[src/rtl/hazard_unit_pkg.sv]
// Shared hazard-unit definitions: forward-select codes, the "never used" Tuse value
// and the default multiply/divide latencies.
package hazard_unit_pkg;

    localparam int REG_W        = 5;
    localparam int TW_DEF       = 3;
    localparam int TUSE_NONE    = 7;
    localparam int MULT_CYC_DEF = 5;
    localparam int DIV_CYC_DEF  = 10;

    typedef logic [REG_W-1:0] reg_addr_t;

    typedef enum logic [1:0] {
        FWD_RF = 2'd0,
        FWD_E  = 2'd1,
        FWD_M  = 2'd2,
        FWD_W  = 2'd3
    } fwd_sel_e;

endpackage

[src/rtl/hazard_unit_if.sv]
// Bundle between the 5-stage datapath (master) and the hazard unit (slave): the ID operand
// tuple, MD/flush events in, stall and forward selects out.
interface hazard_unit_if #(
    parameter int TW = hazard_unit_pkg::TW_DEF
);

    hazard_unit_pkg::reg_addr_t id_raddr0;
    hazard_unit_pkg::reg_addr_t id_raddr1;
    hazard_unit_pkg::reg_addr_t id_waddr;
    logic [TW-1:0]              id_tuse0;
    logic [TW-1:0]              id_tuse1;
    logic [TW-1:0]              id_tnew;
    logic                       id_uses_md;
    logic                       e_md_start;
    logic                       e_md_div;
    logic                       flush;

    logic                       stall;
    logic [1:0]                 fwd_id_rs;
    logic [1:0]                 fwd_id_rt;
    logic [1:0]                 fwd_e_rs;
    logic [1:0]                 fwd_e_rt;
    logic [1:0]                 fwd_m_rt;

    modport master (
        output id_raddr0, id_raddr1, id_waddr, id_tuse0, id_tuse1, id_tnew,
        output id_uses_md, e_md_start, e_md_div, flush,
        input  stall, fwd_id_rs, fwd_id_rt, fwd_e_rs, fwd_e_rt, fwd_m_rt
    );

    modport slave (
        input  id_raddr0, id_raddr1, id_waddr, id_tuse0, id_tuse1, id_tnew,
        input  id_uses_md, e_md_start, e_md_div, flush,
        output stall, fwd_id_rs, fwd_id_rt, fwd_e_rs, fwd_e_rt, fwd_m_rt
    );

endinterface

[src/rtl/hazard_unit_md_busy_cnt.sv]
// HI/LO busy window: counts down the multiply/divide latency once the op issues in E;
// busy is also raised combinationally in the issue cycle itself.
module md_busy_cnt
    import hazard_unit_pkg::*;
#(
    parameter int MULT_CYC = MULT_CYC_DEF,
    parameter int DIV_CYC  = DIV_CYC_DEF
) (
    input  logic clk,
    input  logic reset,
    input  logic start,
    input  logic is_div,
    output logic busy
);

    localparam int MAX_CYC = (DIV_CYC > MULT_CYC) ? DIV_CYC : MULT_CYC;
    localparam int CW      = $clog2(MAX_CYC + 1);

    logic [CW-1:0] cnt;

    always_ff @(posedge clk or negedge reset) begin
        if (!reset) begin
            cnt <= '0;
        end else if (start) begin
            cnt <= is_div ? CW'(DIV_CYC) : CW'(MULT_CYC);
        end else if (cnt != '0) begin
            cnt <= cnt - CW'(1);
        end
    end

    assign busy = (cnt != '0) | start;

endmodule

[src/rtl/hazard_unit.sv]
// Hazard unit: Tnew scoreboard for E/M/W, ID stall decision, forward selects for the
// ID/E/M readers and the HI/LO multiply/divide interlock.
module hazard_unit
    import hazard_unit_pkg::*;
#(
    parameter int MULT_CYC = MULT_CYC_DEF,
    parameter int DIV_CYC  = DIV_CYC_DEF,
    parameter int TW       = TW_DEF
) (
    input  logic         clk,
    input  logic         reset,
    hazard_unit_if.slave hz
);

    typedef logic [TW-1:0] tcnt_t;

    reg_addr_t waddr_e_p0, rs_e_p0, rt_e_p0;
    tcnt_t     tnew_e_p0;
    reg_addr_t waddr_m_p1, rt_m_p1;
    tcnt_t     tnew_m_p1;
    reg_addr_t waddr_w_p2;
    tcnt_t     tnew_w_p2;

    logic      md_busy;
    logic      dep_stall;
    logic      stall_c;
    logic      squash_e;
    fwd_sel_e  sel_id_rs, sel_id_rt, sel_e_rs, sel_e_rt, sel_m_rt;

    function automatic tcnt_t tnew_dec(tcnt_t t);
        return (t == '0) ? '0 : t - TW'(1);
    endfunction

    // Only the nearest producer of a register matters; older copies are stale.
    function automatic logic src_stall(reg_addr_t a, tcnt_t tuse,
                                       reg_addr_t w_e, tcnt_t t_e,
                                       reg_addr_t w_m, tcnt_t t_m,
                                       reg_addr_t w_w, tcnt_t t_w);
        if (a == '0 || tuse == TW'(TUSE_NONE)) return 1'b0;
        if (a == w_e) return t_e > tuse;
        if (a == w_m) return t_m > tuse;
        if (a == w_w) return t_w > tuse;
        return 1'b0;
    endfunction

    function automatic fwd_sel_e pick_fwd(reg_addr_t a, logic see_e, logic see_m,
                                          reg_addr_t w_e, tcnt_t t_e,
                                          reg_addr_t w_m, tcnt_t t_m,
                                          reg_addr_t w_w, tcnt_t t_w);
        if (a == '0) return FWD_RF;
        if (see_e && a == w_e) return (t_e == '0) ? FWD_E : FWD_RF;
        if (see_m && a == w_m) return (t_m == '0) ? FWD_M : FWD_RF;
        if (a == w_w) return (t_w == '0) ? FWD_W : FWD_RF;
        return FWD_RF;
    endfunction

    md_busy_cnt #(
        .MULT_CYC (MULT_CYC),
        .DIV_CYC  (DIV_CYC)
    ) u_md_busy (
        .clk    (clk),
        .reset  (reset),
        .start  (hz.e_md_start),
        .is_div (hz.e_md_div),
        .busy   (md_busy)
    );

    always_comb begin
        dep_stall = src_stall(hz.id_raddr0, hz.id_tuse0,
                              waddr_e_p0, tnew_e_p0, waddr_m_p1, tnew_m_p1,
                              waddr_w_p2, tnew_w_p2)
                  | src_stall(hz.id_raddr1, hz.id_tuse1,
                              waddr_e_p0, tnew_e_p0, waddr_m_p1, tnew_m_p1,
                              waddr_w_p2, tnew_w_p2);
        stall_c   = dep_stall | (hz.id_uses_md & md_busy);
    end

    // A squashed or stalled ID slot enters E as an all-zero bubble.
    assign squash_e = stall_c | hz.flush;

    always_comb begin
        sel_id_rs = pick_fwd(hz.id_raddr0, 1'b1, 1'b1, waddr_e_p0, tnew_e_p0,
                             waddr_m_p1, tnew_m_p1, waddr_w_p2, tnew_w_p2);
        sel_id_rt = pick_fwd(hz.id_raddr1, 1'b1, 1'b1, waddr_e_p0, tnew_e_p0,
                             waddr_m_p1, tnew_m_p1, waddr_w_p2, tnew_w_p2);
        sel_e_rs  = pick_fwd(rs_e_p0, 1'b0, 1'b1, waddr_e_p0, tnew_e_p0,
                             waddr_m_p1, tnew_m_p1, waddr_w_p2, tnew_w_p2);
        sel_e_rt  = pick_fwd(rt_e_p0, 1'b0, 1'b1, waddr_e_p0, tnew_e_p0,
                             waddr_m_p1, tnew_m_p1, waddr_w_p2, tnew_w_p2);
        sel_m_rt  = pick_fwd(rt_m_p1, 1'b0, 1'b0, waddr_e_p0, tnew_e_p0,
                             waddr_m_p1, tnew_m_p1, waddr_w_p2, tnew_w_p2);
    end

    // ID -> E boundary
    always_ff @(posedge clk or negedge reset) begin
        if (!reset) begin
            waddr_e_p0 <= '0;
            tnew_e_p0  <= '0;
            rs_e_p0    <= '0;
            rt_e_p0    <= '0;
        end else if (squash_e) begin
            waddr_e_p0 <= '0;
            tnew_e_p0  <= '0;
            rs_e_p0    <= '0;
            rt_e_p0    <= '0;
        end else begin
            waddr_e_p0 <= hz.id_waddr;
            tnew_e_p0  <= tnew_dec(hz.id_tnew);
            rs_e_p0    <= hz.id_raddr0;
            rt_e_p0    <= hz.id_raddr1;
        end
    end

    // E -> M and M -> W boundaries; flush leaves these stages alone
    always_ff @(posedge clk or negedge reset) begin
        if (!reset) begin
            waddr_m_p1 <= '0;
            tnew_m_p1  <= '0;
            rt_m_p1    <= '0;
            waddr_w_p2 <= '0;
            tnew_w_p2  <= '0;
        end else begin
            waddr_m_p1 <= waddr_e_p0;
            tnew_m_p1  <= tnew_dec(tnew_e_p0);
            rt_m_p1    <= rt_e_p0;
            waddr_w_p2 <= waddr_m_p1;
            tnew_w_p2  <= tnew_dec(tnew_m_p1);
        end
    end

    assign hz.stall     = stall_c;
    assign hz.fwd_id_rs = sel_id_rs;
    assign hz.fwd_id_rt = sel_id_rt;
    assign hz.fwd_e_rs  = sel_e_rs;
    assign hz.fwd_e_rt  = sel_e_rt;
    assign hz.fwd_m_rt  = sel_m_rt;

endmodule

[src/flat_wrapper.sv]
// flat-port wrapper written by rule: the top's interface ports become plain ports
module hazard_unit_flat import hazard_unit_pkg::*;
#(
    parameter int MULT_CYC = MULT_CYC_DEF,
    parameter int DIV_CYC  = DIV_CYC_DEF,
    parameter int TW       = TW_DEF
)
  (clk, reset, hz_id_raddr0, hz_id_raddr1, hz_id_waddr, hz_id_tuse0, hz_id_tuse1, hz_id_tnew, hz_id_uses_md, hz_e_md_start, hz_e_md_div, hz_flush, hz_stall, hz_fwd_id_rs, hz_fwd_id_rt, hz_fwd_e_rs, hz_fwd_e_rt, hz_fwd_m_rt);
  hazard_unit_if #(.TW(TW)) hz_i ();
  input  logic clk;
  input  logic reset;
  input wire logic [$bits(hz_i.id_raddr0)-1:0] hz_id_raddr0;
  input wire logic [$bits(hz_i.id_raddr1)-1:0] hz_id_raddr1;
  input wire logic [$bits(hz_i.id_waddr)-1:0] hz_id_waddr;
  input wire logic [$bits(hz_i.id_tuse0)-1:0] hz_id_tuse0;
  input wire logic [$bits(hz_i.id_tuse1)-1:0] hz_id_tuse1;
  input wire logic [$bits(hz_i.id_tnew)-1:0] hz_id_tnew;
  input wire logic [$bits(hz_i.id_uses_md)-1:0] hz_id_uses_md;
  input wire logic [$bits(hz_i.e_md_start)-1:0] hz_e_md_start;
  input wire logic [$bits(hz_i.e_md_div)-1:0] hz_e_md_div;
  input wire logic [$bits(hz_i.flush)-1:0] hz_flush;
  output wire logic [$bits(hz_i.stall)-1:0] hz_stall;
  output wire logic [$bits(hz_i.fwd_id_rs)-1:0] hz_fwd_id_rs;
  output wire logic [$bits(hz_i.fwd_id_rt)-1:0] hz_fwd_id_rt;
  output wire logic [$bits(hz_i.fwd_e_rs)-1:0] hz_fwd_e_rs;
  output wire logic [$bits(hz_i.fwd_e_rt)-1:0] hz_fwd_e_rt;
  output wire logic [$bits(hz_i.fwd_m_rt)-1:0] hz_fwd_m_rt;
  assign hz_i.id_raddr0 = hz_id_raddr0;
  assign hz_i.id_raddr1 = hz_id_raddr1;
  assign hz_i.id_waddr = hz_id_waddr;
  assign hz_i.id_tuse0 = hz_id_tuse0;
  assign hz_i.id_tuse1 = hz_id_tuse1;
  assign hz_i.id_tnew = hz_id_tnew;
  assign hz_i.id_uses_md = hz_id_uses_md;
  assign hz_i.e_md_start = hz_e_md_start;
  assign hz_i.e_md_div = hz_e_md_div;
  assign hz_i.flush = hz_flush;
  assign hz_stall = hz_i.stall;
  assign hz_fwd_id_rs = hz_i.fwd_id_rs;
  assign hz_fwd_id_rt = hz_i.fwd_id_rt;
  assign hz_fwd_e_rs = hz_i.fwd_e_rs;
  assign hz_fwd_e_rt = hz_i.fwd_e_rt;
  assign hz_fwd_m_rt = hz_i.fwd_m_rt;
  hazard_unit #(.MULT_CYC(MULT_CYC), .DIV_CYC(DIV_CYC), .TW(TW)) u_core (.clk(clk), .reset(reset), .hz(hz_i));
endmodule
[config.mk]
export PLATFORM = sky130hd
export DESIGN_NAME = hazard_unit_flat
export DESIGN_NICKNAME = d
export VERILOG_FILES = /design/src/rtl/hazard_unit_pkg.sv /design/src/rtl/hazard_unit_if.sv /design/src/rtl/hazard_unit_md_busy_cnt.sv /design/src/rtl/hazard_unit.sv /design/src/flat_wrapper.sv
export SDC_FILE = /design/constraint.sdc
export NUM_CORES = 1
export LEC_CHECK = 0
export CORE_ASPECT_RATIO = 2
export CORE_MARGIN = 1
export CORE_UTILIZATION = 55
export DETAILED_ROUTE_END_ITERATION = 16
export PLACE_DENSITY = 0.79
export SYNTH_ARGS = -nofsm -noshare
export SYNTH_HDL_FRONTEND = slang
export SYNTH_SLANG_ARGS = --single-unit
[constraint.sdc]
create_clock -name clk -period 2.6 [get_ports clk]
set_input_delay 0.26 -clock clk [delete_from_list [all_inputs] [get_ports clk]]
set_output_delay 0.26 -clock clk [all_outputs]
set_load 0.01 [all_outputs]
==> run_results.csv <==
group,metric,value,unit
pwr,p_int,1.17,mW
pwr,comb_power_share,28.8,%
routing,finalWirelength,7230,um
clocking,cts_sinks,43,
cells_and_area,synthToLayoutAreaGrowth,30.1,%
grt,busiest_layer,"met2",
clocking,clockBufferDepth,2,
yosys,async_reset_ff_share,100,%
timing,tightest_slew,942,ps
cells_and_area,ff_latch_area,1080,sq um
grt,grt_first_pass_wirelength,11300,um
cells_and_area,layout_common_cells,"43 x dfrtp_1, 36 x xnor2_1, 35 x buf_4",
run,maxCapViolCount,0,
worst_setup_path,cp_max_fo,4,
placement,preCtsSetupSlack,-328,ps
yosys,yosys.area.top_type,"dfrtp_1",
cells_and_area,layout_commonest_cell,"dfrtp_1",
worst_setup_path,cp-startpoint,"hz_id_raddr1[4]",
yosys,synth_nets,338,
grt,use_met3,3.80,%
worst_setup_path,crit_path_start_kind,"input port",
worst_setup_path,required,2340,ps
pwr,p_leak,1.68,nW
yosys,seq_area_frac_synth,37.7,%
timing,finalCritPeriodShare,97.1,%
cells_and_area,drive_gt1_share,20.2,%
grt,gr-total-overflow,0,
cells_and_area,layout.nets,410,
cells_and_area,postLayoutCoreUtil,75.6,%
clocking,clk_latency,300,ps
yosys,synth-seq-cells,43,
yosys,ys.flop_type,"dfrtp_1",
grt,met1_usage,27.2,%
floorplanning,initial_utilization,58.1,%
cells_and_area,instances_no_fill,413,
yosys,synth-edff-count,0,
clocking,cts_tree,"done",
routing,detail_route.wl_per_cell,17.5,um
floorplanning,num_rows,36,
cells_and_area,antenna_cells,0,
timing,finalHoldViolations,0,
cells_and_area,multiInputGateArea,1760,sq um
routing,ant_nets,0,
pwr,sw_frac_of_total,30.8,%
placement,dp_hpwl,5630,um
outcome,outcome,"finished, final reports clean",
placement,dp_cells,406,
floorplanning,die_area,5500,sq um
yosys,yosysWarnings,0,
routing,vias,2374,
routing,viasPerCell,5.75,
clocking,cts_buffers,5,
cells_and_area,fillers,334,
yosys,synthesis.area,2850,sq um
worst_setup_path,arrival,2260,ps
floorplanning,ioPinCount,41,
grt,antenna_found_initial,0,
floorplanning,die_x,52.9,um
grt,grt_use_met2,53.8,%
pwr,vdd_drop_max,373,uV
clocking,htree_levels,2,
routing,drt_iter0_drc,48,
grt,grt_usage,28.8,%
routing,dr.pass1.iters,4,
worst_setup_path,cp-end-kind,"output pin",
timing,slew_headroom,37.2,%
timing,maxSlewViolCount,0,
worst_setup_path,r2r-start,"u_core.tnew_w_p2[2]$_DFF_PN0_",
routing,route.detailed.drc,0,
timing,period_minus_slack,2520,ps
timing,fin_ws,75.2,ps
yosys,synth_cell_types,44,
timing,fmax,396,MHz
grt,grt_max_degree,44,
clocking,clk_pin_slew,80,ps
grt,grt_pass1_vias,2511,
pwr,p_clk_share,26.6,%
timing,clock_skew,3.46,ps
timing,rsz0062_at_grt,"yes",
worst_setup_path,critical_path_class,"input port to output pin",
placement,place_congestion,0.932,
yosys,synth_area_leaders,"dfrtp_1 38%, xnor2_1 11%, ha_1 11%",
pwr,seq_power_share,44.6,%
timing,setup_viol,0,
floorplanning,die-height,104,um
yosys,syn_inst,284,
floorplanning,core_area,4910,sq um
yosys,syn_avg_cell_area,10.0,sq um
pwr,p_switching,522,uW
pwr,power_per_cell_area,456,nW/um^2
clocking,root_buffer,"clkbuf_8",
hold_path,hold_class,"input port to async pin",
pwr,finalPower,1.69,mW
yosys,netlist.area_leader.share,37.7,%
placement,io_buffers,40,
## final cells by class
type                       instances  area share, %
sequential                        43           29.0
inverter                          17           1.72
clock inverter                     1          0.236
multi-input combinational        214           47.4
tap                               57           1.92
timing repair buffer              75           17.5
clock buffer                       6           2.22
## power groups by stage
stage	clock network [mW]	logic [mW]	registers [mW]
finish	0.450	0.487	0.756
global placement	0	0.457	0.765
floorplan	0	0.270	0.752
CTS	0.457	0.479	0.754
global route	0.492	0.532	0.761
detailed placement	0	0.471	0.767
## worst paths after layout
path                                                  endpoint  slack, ps  cells past startpoint
min                        u_core.u_md_busy.cnt[3]$_DFFE_PN0N_        100                      1
min reg2reg                     u_core.waddr_m_p1[1]$_DFF_PN0_        450                      0
max                                            hz_fwd_id_rt[0]         80                      8
max reg2reg                        u_core.rt_e_p0[2]$_DFF_PN0_        200                      9
max in group asynchronous        u_core.tnew_e_p0[1]$_DFF_PN0_       1920                      1
min in group clk                u_core.waddr_m_p1[1]$_DFF_PN0_        450                      0
## worst max-delay path, cell delays in order
cell	delay, ps
clkdlybuf4s50_1	460
buf_4	180
xnor2_1	180
a2111oi_4	410
and2_1	220
nand2_1	70
a21oi_1	200
dlygate4sd2_1	290
## logic make-up (layout without fill, tap and decap cells)
group | Yosys count | count (layout) | synth area share [%]
buffers and inverters | 27 | 99 | 4.16
AOI/OAI and AO/OA | 41 | 41 | 9.56
DFF | 43 | 43 | 37.7
and+or+nand+nor | 94 | 94 | 21.2
adders and majority gates | 24 | 24 | 10.5
xor gates and xnor gates | 55 | 55 | 16.9
## cells in the mapped netlist (3+ instances only)
cell	instances
inv_1	17
nor3_1	13
dfrtp_1	43
xor2_1	19
nor2_1	17
nor2b_1	4
nand3b_1	7
nand4_1	6
and4_1	3
clkbuf_1	3
ha_1	24
and4bb_2	7
nand2_1	11
buf_2	5
a31oi_1	3
a21oi_1	10
o21ai_0	12
nand3_1	7
a32oi_1	3
xnor2_1	36
## layer usage
metal,part of all wire (%),vias up
li1,-,1137
met1,35,1141
met2,58,75
met3,3.2,21
met4,4.0,0
met5,0,-
## registers in the layout, summed over array words and instances (netlist names)
name                  count
u_core.rs_e_p0            5
u_core.rt_e_p0            5
u_core.rt_m_p1            5
u_core.waddr_e_p0         5
u_core.waddr_m_p1         5
u_core.waddr_w_p2         5
u_core.u_md_busy.cnt      4
u_core.tnew_e_p0          3
u_core.tnew_m_p1          3
u_core.tnew_w_p2          3
## repair_timing
action	in CTS	in global routing
endpoints found under the setup margin	6	7
pin swaps	5	1
gates resized for setup	12	11
hold buffers	0	0
setup buffers	0	0
## through the flow
stage	instance area (sq um)	hold WS, ps	setup TNS [ps]
final	3710	101	0
after detailed placement	3530	430	-1990
after floorplan	2850	-35.6	0
after global routing	3710	165	-8.58
after CTS	3650	128	0
after global placement	3530	413	-1500
(Power assumes the default switching activity.)
==> RTL change 1: new RTL, config.mk and constraints unchanged <==
The package constant `REG_W` goes from 5 to 10.
--- a/src/rtl/hazard_unit_pkg.sv
+++ b/src/rtl/hazard_unit_pkg.sv
@@ -2,7 +2,7 @@
 // and the default multiply/divide latencies.
 package hazard_unit_pkg;
 
-    localparam int REG_W        = 5;
+    localparam int REG_W        = 10;
     localparam int TW_DEF       = 3;
     localparam int TUSE_NONE    = 7;
     localparam int MULT_CYC_DEF = 5;
Ports: changed (resized hz_id_raddr0, hz_id_raddr1 and hz_id_waddr); port bits go from 41 to 56. No check against the original RTL was run, so the function may have changed too.
==> RTL change 1 against the unedited design <==
The run now ends with negative setup slack left; largest cell class unchanged; total power is 110% higher; sequential power increased by 75%; count of clock-buffer cells in the layout rose by 3; hold slack better by 140 ps; setup slack lost 520 ps; wire length increased by 130%; sequential share of layout area grew 0.068 points; combinational power increased by 77%; final area increased by 70%; sequential cell count up 30; critical endpoint is now hz_stall; clock power rose to 3.2 times the old value; synthesized area grew 50%; final cell count increased by 58%.
==> RTL change 1: results (changes against the unedited design) <==
Met3 Routed Length: 1140 µm (+390%)
M2 GR Usage: 0.684 (+0.146)
sequential fraction of the synthesis area: 0.426 (+0.0489)
fillcell total: 379 (+13%)
hold slack final: 240 ps (+139 ps)
PnR worst setup slack: -443 ps (-518 ps)
Comb. pwr: 0.861 mW (+77%)
port bufs: 55 (+38%)
worst slack at placement: -529 ps (-200 ps)
R2R Path Start: u_core.waddr_w_p2[4]
Least-Margin Pin Slew: 544 ps (-398 ps)
DR pass1 iterations: 6 (+2)
flop2flop setup slack: -390 ps (-590 ps)
syn_nets: 474 (+40%)
first-pass GRT wire length: 22500 µm (+98%)
reg2reg end: u_core.rt_e_p0[7]
Cells after DPL: 613 (+51%)
number of H-tree levels: 3 (+1)
status: finished, violations left
Setup Fix Bufs, Post-CTS: 15 (+15)
internal power: 2.58 mW (+120%)
clock-pin slew on the worst setup and hold paths: 60 ps (-20 ps)
Post-synth top cells: dfrtp_1 (73), xnor2_1 (57), xor2_1 (54)
min-delay worst type: primary input to register
LEAKAGE: 3.11 nW (+85%)
register share of total power: 0.366 (-0.080)
arrival time at the worst endpoint: 2780 ps (+520 ps)
Num CTS Buffers: 9 (+4)
failing checks: negative setup slack
vias in the first global route: 4318 (+72%)
final-stage net count: 622 (+52%)
synthesized area per cell: 10.6 µm² (+5.4%)
met3 usage: 0.0755 (+0.0375)
CTS resizes: 63 (+51)
Netlist cell types: 35 (-20%)
initial DRC count: 446 (+830%)
maximum VDD drop: 0.727 mV (+95%)
worst reg2reg path depth: 11 (+2)
setup TNS: -11300 ps (-11300 ps)
register area: 1830 µm² (+70%)
largest net degree at the start of global routing: 74 (+68%)
final setup fails: 40 (+40)
switching share of power: 0.287 (-0.0216)
GR Util met1: 0.364 (+0.0920)
Worst Skew: 5.65 ps (+2.19 ps)
CTS Root Buffer Type: clkbuf_16
placed cell areas: 5440 µm² (+54%)
via count: 4218 (+78%)
layout cells sized above 1: 0.324 (+0.122)
GR Util All Layers: 0.385 (+0.0970)
leading post-synthesis cells by cell area: dfrtp_1 (43%), xnor2_1 (12%), xor2_1 (11%), ha_1 (7.0%), and2_1 (4.4%)
## RTL change 1: changes by cell type after synthesis, sizes merged, moves of 8 or more
cell / change
dfrtp: +30
nand4: +11
buf: +8
nor4: +23
xnor2: +21
xor2: +35
and2: +28
## RTL change 1: layout make-up
| cell class | instances | share of cell area |
|---|---|---|
| inverter | 21 | 0.0125 |
| clock buffer | 9 | 0.0357 |
| clock inverter | 7 | 0.0189 |
| timing repair buffer | 156 | 0.222 |
| tap | 94 | 0.0187 |
| multi-input combinational | 292 | 0.402 |
| sequential | 73 | 0.291 |
## RTL change 1: worst max-delay path, cell delays in order (launching register included)
cell	delay (ps)
dfrtp_2	470
xor2_1	200
nor4_1	420
nand4_1	280
or4_4	510
a31oi_4	240
a211o_1	170
buf_2	140
## RTL change 1: how the worst max path moves through the flow
stage | start | to | slack (ps) | depth (start not counted)
4_1_cts | u_core.waddr_w_p2[5] | u_core.rs_e_p0[4] | -200 | 12
3_3_place_gp | hz_id_raddr1[8] | hz_stall | -520 | 8
3_5_place_dp | hz_id_raddr1[5] | hz_stall | -530 | 8
2_1_floorplan | u_core.waddr_w_p2[9] | u_core.rs_e_p0[0] | 400 | 9
5_1_grt | u_core.waddr_w_p2[5] | hz_stall | -500 | 8
6_report | u_core.waddr_w_p2[4] | hz_stall | -440 | 7
## RTL change 1: cell families (layout without fill, tap and decap cells)
logic type               Yosys count  in the layout  synth area share
AO/OA/AOI/OAI                     36             36            0.0624
XOR/XNOR                         111            111             0.227
adder cells (fa/ha/maj)           24             24            0.0700
buffers and inverters             40            193            0.0475
flip-flops                        73             73             0.426
multiplexers                       2              2           0.00467
AND/OR/NAND/NOR                  119            119             0.163
==> RTL change 2: new RTL, config.mk and constraints unchanged <==
Made on the original files. Make the reset (`reset`) synchronous in 3 clocked blocks.
--- a/src/rtl/hazard_unit_md_busy_cnt.sv
+++ b/src/rtl/hazard_unit_md_busy_cnt.sv
@@ -18,7 +18,7 @@
 
     logic [CW-1:0] cnt;
 
-    always_ff @(posedge clk or negedge reset) begin
+    always_ff @(posedge clk) begin
         if (!reset) begin
             cnt <= '0;
         end else if (start) begin
--- a/src/rtl/hazard_unit.sv
+++ b/src/rtl/hazard_unit.sv
@@ -92,7 +92,7 @@
     end
 
     // ID -> E boundary
-    always_ff @(posedge clk or negedge reset) begin
+    always_ff @(posedge clk) begin
         if (!reset) begin
             waddr_e_p0 <= '0;
             tnew_e_p0  <= '0;
@@ -112,7 +112,7 @@
     end
 
     // E -> M and M -> W boundaries; flush leaves these stages alone
-    always_ff @(posedge clk or negedge reset) begin
+    always_ff @(posedge clk) begin
         if (!reset) begin
             waddr_m_p1 <= '0;
             tnew_m_p1  <= '0;
Behaviour: differs if reset is asserted again (counterexample within 4 cycles, from zero or initial values and one cycle with reset low); with reset held inactive, the same outputs for 10 cycles.
==> RTL change 2 against the unedited design <==
Wire length grew 1.3%; clock skew grew 2.4 ps; final area shrank 3.2%; setup slack gained 43 ps; final cell count grew 6.8%; sequential cell count is the same; global-route usage grew 0.75 points; synthesized area shrank 0.61%; core utilization shrank 2.4 points; total power grew 1.3%; critical path type unchanged; largest power group unchanged.
==> RTL change 2: results (changes against the unedited design) <==
layout cells sized above 1: 0.174 (-0.0278)
post-synthesis mux area share: 0.00706 (+0.00706)
maximum VDD drop: 0.527 mV (+41%)
Main synth FF type: dfxtp_1
worst slack at placement: -305 ps (+23.5 ps)
R2R Path Start: u_core.tnew_m_p1[2]
min-delay worst type: register to register
Netlist cell types: 51 (+16%)
Synth Area in Compound Gates: 0.0948 (-0.000733)
worst reg2reg path depth: 8 (-1)
sequential fraction of the synthesis area: 0.303 (-0.0735)
final-stage net count: 439 (+7.1%)
syn_nets: 376 (+11%)
fillcell total: 373 (+12%)
GR Util All Layers: 0.295 (+0.00750)
LEAKAGE: 1.61 nW (-3.8%)
Least-Margin Pin Slew: 824 ps (-118 ps)
xor and xnor area share after synthesis: 0.161 (-0.00822)
initial DRC count: 49 (+2.1%)
vias in the first global route: 2610 (+3.9%)
flop2flop setup slack: 330 ps (+130 ps)
status: completed
hold slack final: 426 ps (+326 ps)
vias per cell: 5.63 (-2.0%)
leading post-synthesis cells by cell area: dfxtp_1 (30%), ha_1 (11%), xnor2_1 (9.3%), xor2_1 (6.8%), inv_1 (4.2%)
DP HPWL: 5700 µm (+1.3%)
reg2reg end: u_core.tnew_e_p0[1]
Worst Skew: 5.89 ps (+2.44 ps)
first-pass GRT wire length: 11800 µm (+4.1%)
Critical Path Source: hz_id_tuse0[2]
## RTL change 2: what timing repair did
action                     4_1_cts  5_1_grt
buffers inserted                 0        0
pin swaps                        1        2
gates resized for setup          9        7
setup endpoints to repair        5        2
## RTL change 2: routing by layer
layer  global-route usage  vias up  routed length [µm]
li1                     -     1211                   -
met5                    0        -                   0
met4                0.222        0                 552
met3               0.0441       36                 234
met2                0.533       70                4090
met1                0.271     1167                2460
## RTL change 2: power breakdown
part / leakage (nW) / internal [mW] / switching [mW]
clock network: 0.0581 / 0.286 / 0.247
registers: 0.350 / 0.691 / 0.0344
logic: 1.21 / 0.229 / 0.229
## RTL change 2: metrics by stage
step                      cell area [µm²]  cells
final                                3590    441
after global routing                 3590    441
after CTS                            3560    441
after detailed placement             3450    433
after global placement               3450    433
after floorplan                      2840    320
## RTL change 2: cell families (layout without fill, tap and decap cells)
logic type	after synthesis	in the layout
muxes	2	2
and+or+nand+nor	115	115
DFF	43	43
buffers and inverters	48	112
adders and majority gates	26	26
AOI/OAI and AO/OA	34	34
xor gates and xnor gates	52	52
## RTL change 2: area by class of cell
type	count	area share
Multi-Input combinational cell	229	0.501
Sequential cell	43	0.240
Timing Repair Buffer	72	0.175
Inverter	32	0.0334
Tap cell	57	0.0199
Clock buffer	5	0.0192
Clock inverter	3	0.0122
## RTL change 2: critical path, cell delays in order
cell and delay (ps):
clkdlybuf4s50_1 490, inv_2 80, ha_4 250, nor2b_1 140, a221oi_2 240, a31oi_1 90, a311oi_2 360, o221ai_4 140
buf_2 160
